## config.mk

```make
export PLATFORM = sky130hd
export DESIGN_NAME = deinterleave_block_output
export DESIGN_NICKNAME = d
export VERILOG_FILES = /design/src/rtl/deinterleave_block_output.sv
export SDC_FILE = /design/constraint.sdc
export NUM_CORES = 1
export LEC_CHECK = 0
export ABC_AREA = 1
export BUFFER_PORTS_ARGS = -buffer_cell sky130_fd_sc_hd__buf_2
export CORE_ASPECT_RATIO = 1.75
export CORE_MARGIN = 3
export CORE_UTILIZATION = 25
export CTS_BUF_LIST = sky130_fd_sc_hd__clkbuf_8 sky130_fd_sc_hd__clkbuf_16
export CTS_CLUSTER_SIZE = 40
export DETAILED_ROUTE_END_ITERATION = 12
export HOLD_SLACK_MARGIN = 0.1
export PLACE_DENSITY = 0.37
export SETUP_SLACK_MARGIN = 0.2
export SYNTH_ARGS = -nofsm -noshare
export SYNTH_HDL_FRONTEND = slang
export SYNTH_SLANG_ARGS = --single-unit
```

## constraint.sdc

```tcl
create_clock -name clk -period 3.3 [get_ports clk]
set_input_delay 0.165 -clock clk [delete_from_list [all_inputs] [get_ports clk]]
set_output_delay 0.165 -clock clk [all_outputs]
set_load 0.02 [all_outputs]
```

## src/rtl/deinterleave_block_output.sv

```systemverilog
// Reassembles time-interleaved per-set sample blocks into contiguous serial output blocks.
// Define DEINTERLEAVE_ERR_FLAGS_EN to add the err_overflow / err_orphan pulse outputs.

module deinterleave_block_output #(
   parameter int unsigned BITS = 8,
   parameter int unsigned IIR  = 3,
   parameter int unsigned N    = 10
) (
   input  logic                   clk,
   input  logic                   rst,
   input  logic                   in_valid,
   input  logic                   in_block_start,
   input  logic [$clog2(IIR)-1:0] in_set,
   input  logic [BITS-1:0]        data_in,
   output logic                   out_valid,
   output logic                   block_start,
`ifdef DEINTERLEAVE_ERR_FLAGS_EN
   output logic [BITS-1:0]        data_out,
   output logic                   err_overflow,
   output logic                   err_orphan
`else
   output logic [BITS-1:0]        data_out
`endif
);

   localparam int unsigned SW  = $clog2(IIR);
   localparam int unsigned SW1 = SW + 1;
   localparam int unsigned RW  = $clog2(N);
   localparam int unsigned CW  = RW + 1;
   localparam int unsigned FCW = $clog2(IIR + 1);

   typedef enum logic [1:0] {
      SET_EMPTY,
      SET_FILLING,
      SET_FULL,
      SET_DRAINING
   } set_state_e;

   typedef enum logic {
      OUT_IDLE,
      OUT_DRAIN
   } out_state_e;

   set_state_e       set_st_q  [IIR];
   logic [CW-1:0]    wr_cnt_q  [IIR];
   logic [BITS-1:0]  mem_q     [IIR][N];
   logic [SW-1:0]    fifo_q    [IIR];
   logic [SW-1:0]    fifo_rd_q;
   logic [SW-1:0]    fifo_wr_q;
   logic [FCW-1:0]   fifo_cnt_q;
   out_state_e       out_st_q;
   logic [SW-1:0]    cur_set_q;
   logic [RW-1:0]    rd_cnt_q;
   logic             out_valid_q;
   logic             block_start_q;
   logic [BITS-1:0]  data_out_q;

   logic             beat_ok;
   logic [SW-1:0]    sel_set;
   set_state_e       in_st;
   logic [CW-1:0]    in_cnt;
   logic [RW-1:0]    wr_idx;
   logic             start_ok;
   logic             data_ok;
   logic             push;
   logic             fifo_ne;
   logic [SW-1:0]    head;
   logic             last_smp;
   logic             pop;
   logic             emit;
   logic [SW-1:0]    emit_set;
   logic [RW-1:0]    emit_idx;

   always_comb begin
      beat_ok  = in_valid && ({1'b0, in_set} < SW1'(IIR));
      sel_set  = beat_ok ? in_set : '0;
      in_st    = set_st_q[sel_set];
      in_cnt   = wr_cnt_q[sel_set];
      wr_idx   = in_cnt[RW-1:0];
      start_ok = beat_ok && in_block_start &&
                 (in_st == SET_EMPTY || in_st == SET_FILLING);
      data_ok  = beat_ok && !in_block_start && (in_st == SET_FILLING);
      push     = data_ok && (in_cnt == CW'(N - 1));

      fifo_ne  = (fifo_cnt_q != '0);
      head     = fifo_q[fifo_rd_q];
      last_smp = (out_st_q == OUT_DRAIN) && (rd_cnt_q == RW'(N - 1));
      pop      = fifo_ne && ((out_st_q == OUT_IDLE) || last_smp);

      // Popping from IDLE emits sample 0 on the same edge, so the first sample follows completion by one cycle.
      emit     = (out_st_q == OUT_DRAIN) || fifo_ne;
      emit_set = (out_st_q == OUT_DRAIN) ? cur_set_q : head;
      emit_idx = (out_st_q == OUT_DRAIN) ? rd_cnt_q  : '0;
   end

   always_ff @(posedge clk) begin
      if (start_ok) begin
         mem_q[sel_set][0] <= data_in;
      end else if (data_ok) begin
         mem_q[sel_set][wr_idx] <= data_in;
      end
   end

   always_ff @(posedge clk) begin
      if (rst) begin
         for (int unsigned i = 0; i < IIR; i++) begin
            set_st_q[i] <= SET_EMPTY;
            wr_cnt_q[i] <= '0;
         end
         fifo_rd_q     <= '0;
         fifo_wr_q     <= '0;
         fifo_cnt_q    <= '0;
         out_st_q      <= OUT_IDLE;
         cur_set_q     <= '0;
         rd_cnt_q      <= '0;
         out_valid_q   <= 1'b0;
         block_start_q <= 1'b0;
         data_out_q    <= '0;
      end else begin
         // Input side only moves EMPTY/FILLING sets; drain side only FULL/DRAINING, so updates never collide.
         if (start_ok) begin
            set_st_q[sel_set] <= SET_FILLING;
            wr_cnt_q[sel_set] <= CW'(1);
         end else if (data_ok) begin
            wr_cnt_q[sel_set] <= in_cnt + CW'(1);
            if (push) begin
               set_st_q[sel_set] <= SET_FULL;
               fifo_q[fifo_wr_q] <= sel_set;
               fifo_wr_q         <= (fifo_wr_q == SW'(IIR - 1)) ? '0 : fifo_wr_q + SW'(1);
            end
         end

         if (pop) begin
            set_st_q[head] <= SET_DRAINING;
            fifo_rd_q      <= (fifo_rd_q == SW'(IIR - 1)) ? '0 : fifo_rd_q + SW'(1);
         end
         if (last_smp) begin
            set_st_q[cur_set_q] <= SET_EMPTY;
         end
         fifo_cnt_q <= fifo_cnt_q + FCW'(push) - FCW'(pop);

         case (out_st_q)
            OUT_IDLE: begin
               if (fifo_ne) begin
                  cur_set_q <= head;
                  rd_cnt_q  <= RW'(1);
                  out_st_q  <= OUT_DRAIN;
               end
            end
            OUT_DRAIN: begin
               if (last_smp) begin
                  rd_cnt_q <= '0;
                  if (fifo_ne) begin
                     cur_set_q <= head;
                  end else begin
                     out_st_q <= OUT_IDLE;
                  end
               end else begin
                  rd_cnt_q <= rd_cnt_q + RW'(1);
               end
            end
            default: out_st_q <= OUT_IDLE;
         endcase

         out_valid_q   <= emit;
         block_start_q <= emit && (emit_idx == '0);
         data_out_q    <= emit ? mem_q[emit_set][emit_idx] : '0;
      end
   end

   assign out_valid   = out_valid_q;
   assign block_start = block_start_q;
   assign data_out    = data_out_q;

`ifdef DEINTERLEAVE_ERR_FLAGS_EN
   logic ovf_q;
   logic orph_q;

   always_ff @(posedge clk) begin
      if (rst) begin
         ovf_q  <= 1'b0;
         orph_q <= 1'b0;
      end else begin
         ovf_q  <= beat_ok && in_block_start &&
                   (in_st == SET_FULL || in_st == SET_DRAINING);
         orph_q <= beat_ok && !in_block_start && (in_st != SET_FILLING);
      end
   end

   assign err_overflow = ovf_q;
   assign err_orphan   = orph_q;
`endif

endmodule
```

==> reports/metrics.cfg <==
[cells_and_area]
layout_common_cells=nand2_1, edfxtp_1, nand3_1
n_antenna_cell=0
final_util_pct=29.6
nNetsFinal=1234
layout-drive-gt1-share_pct=12.9
fill_cells=5073
syn_to_final_growth_pct=16.8
layout_commonest_cell=nand2_1

[timing]
setup_slack_ps=684
setup_viol=0
skew_ps=12.5
min_period_over_period_pct=79.3
max_freq_ghz=0.382
rsz0062_at_grt=false
maxSlewHeadroom_pct=40.3
setup_tns_ps=0
min_period_ps=2620
hold_viol=0
tightest_slew_ps=893
slew_viol_final=0

[worst_hold_path]
min_to=wr_cnt_q[1][1]
hp-start=in_set[0]
hp-class=in -> reg
hold_depth=3

[synth]
synth_largest_area_cell=edfxtp_1
seq_area_frac_synth_pct=68.3
synth_fp_nets=1175
ys_top_cells_by_area=edfxtp_1, nand2_1, dfxtp_1
synth_area_sq_mm=0.0124
yosys.area.top_type_share_pct=63.3
postSynthAreaPerCell_sq_um=10.7
yosys_register_bits=292
syn_inst=1153
yosysWarnings=0
synth.distinct_cells=50

[pwr]
ir_drop_mv=0.377
powerDensity_mw_per_mm2=737
p_leak_nw=5.46

[outcome]
status=completed

[floorplanning]
dieWidth_microns=174
rows=107
initial_utilization_pct=25.3
die_y_microns=300
io_pins=24
core_sq_mm=0.0489
die_area_sq_mm=0.0523

[route]
firstDrtPassIters=5
drc_errors=0
wl_per_cell_microns=19.4
drt_iter0_drc=457
drt-total-wl_microns=36500
viasPerCell=4.40
vias=8312
postRouteAntennaNets=0

[cts]
cts.path.max_buffers=3
cts_buffers=29
cts_sinks=292
cts_root_buffer=clkbuf_16
clk_latency_ps=550
htreeDepth=1
path_clk_slew_ps=60
cts_tree=built

[placement]
gp_congestion=0.779
post-place-ws_ps=395
dp_hpwl_microns=24600
portBuffers=23

[critical_path]
crit_top_cell=ha_1
start_kind=register
critPathKind=reg -> reg
critPathSlowestCell=edfxtp_1
r2r-start=wr_cnt_q[2][1]
worstPathRequired_ps=3740
end_kind=register
cp_max_fo=4
crit_path_cell_trace=a22o_1, a21oi_1, ha_1, nand3_2, nor2_4, inv_2, nor2_8, inv_2, ha_1, inv_1, ha_1, xor2_1, o21ai_0, a21oi_1
crit_arrival_ps=3050
timing.rr.end=fifo_cnt_q[1]
crit_family=adder cells
critPathBufInv=3
r2r_cells=14
reg2reg_slack_ps=680
critPathMaxStageDelay_ps=360

[global_route]
antenna_found_initial=0
grt_pass1_wl_microns=54500
grt_max_degree=63
overflow=0
grtUsageTotal_pct=13.9
grt_pass1_vias=8294

[job]
cap_viol_max_count=0

==> routing by layer <==
layer	GRT usage (%)	wire [microns]	vias to the layer above
li1	-	-	4048
met1	15.8	14400	4085
met2	26.8	20000	124
met3	1.22	895	55
met4	4.98	1220	0
met5	0	0	-
==> worst register-to-register path, stage by stage, from the launching register on <==
cell and delay, ps:
edfxtp_1 360, a22o_1 230, a21oi_1 250, ha_1 280
nand3_2 120, nor2_4 160, inv_2 90, nor2_8 120
inv_2 70, ha_1 270, inv_1 40, ha_1 170
xor2_1 150, o21ai_0 150, a21oi_1 60
==> stage by stage <==
stage,instance area (sq um),power (mW),cells,hold slack (ps)
6_report,14500,10.7,1887,143
5_1_grt,14500,11.3,1887,151
4_1_cts,14500,10.9,1887,113
3_5_place_dp,13500,7.64,1834,448
3_3_place_gp,13500,7.64,1834,455
2_1_floorplan,12400,6.30,1153,264
==> sequential cells by signal, summed over array words and instances, names as in the netlist, named ones only <==
signal	flops
data_out	8
fifo_rd_q	2
block_start	1
wr_cnt_q	15
fifo_q	6
fifo_cnt_q	2
out_valid	1
out_st_q	1
fifo_wr_q	2
mem_q	240
set_st_q	6
cur_set_q	2
rd_cnt_q	4
==> layout make-up <==
class | count | area, sq um | area share (%)
inverters | 94 | 355 | 2.46
clock buffers | 32 | 790 | 5.46
well taps | 654 | 818 | 5.66
multi-input cells | 720 | 3360 | 23.2
repair buffers | 75 | 558 | 3.86
flip-flops and latches | 292 | 8460 | 58.5
clock inverters | 20 | 128 | 0.882
==> cell families (layout without fill, tap and decap cells) <==
group / Yosys count / after routing / synth area share [%]
AO/OA/AOI/OAI: 120 / 120 / 5.87
XOR/XNOR: 2 / 2 / 0.141
adder cells (fa/ha/maj): 8 / 8 / 0.808
buffers and inverters: 141 / 221 / 4.65
flip-flops: 292 / 292 / 68.3
AND/OR/NAND/NOR: 590 / 590 / 20.2
==> worst max-delay path by stage <==
stage / from / to / slack, ps / cells past startpoint
2_1_floorplan: in_set[1] / fifo_cnt_q[1] / 900 / 17
3_3_place_gp: in_set[1] / fifo_cnt_q[1] / 400 / 18
3_5_place_dp: in_set[1] / fifo_cnt_q[1] / 400 / 18
4_1_cts: out_st_q / data_out[5] / 650 / 16
5_1_grt: wr_cnt_q[2][1] / fifo_cnt_q[1] / 420 / 14
6_report: wr_cnt_q[2][1] / fifo_cnt_q[1] / 680 / 14
==> where the power goes <==
part | total [mW] | switching [mW] | internal [mW] | leakage [nW]
clock | 3.22 | 1.43 | 1.80 | 0.482
sequential | 4.29 | 0.104 | 4.19 | 2.62
combinational | 3.14 | 2.25 | 0.897 | 2.35
==> repair_timing <==
item / CTS / global route
setup buffers: 0 / 0
hold buffers: 1 / 0
setup endpoints to repair: 0 / 0
resized for setup: 0 / 0
hold endpoints to repair: 6 / 0
==> cells in the mapped netlist, drive strengths merged <==
cell type,instances
ha,8
a21oi,51
o21bai,1
o22a,1
edfxtp,261
nor3,10
nor4,1
nand3,109
xor2,1
o21ai,24
o22ai,2
nand2,348
clkbuf,18
o2111ai,1
xnor2,1
or2,8
dfxtp,31
a22o,6
a211oi,1
o211a,1
o31ai,1
nand4,5
a21boi,1
o211ai,23
inv,93
a31oi,6
nor2,107
buf,29
clkinv,1
o21a,1
and3,1
and2,1
No activity file was read; power rests on OpenSTA's default activity.
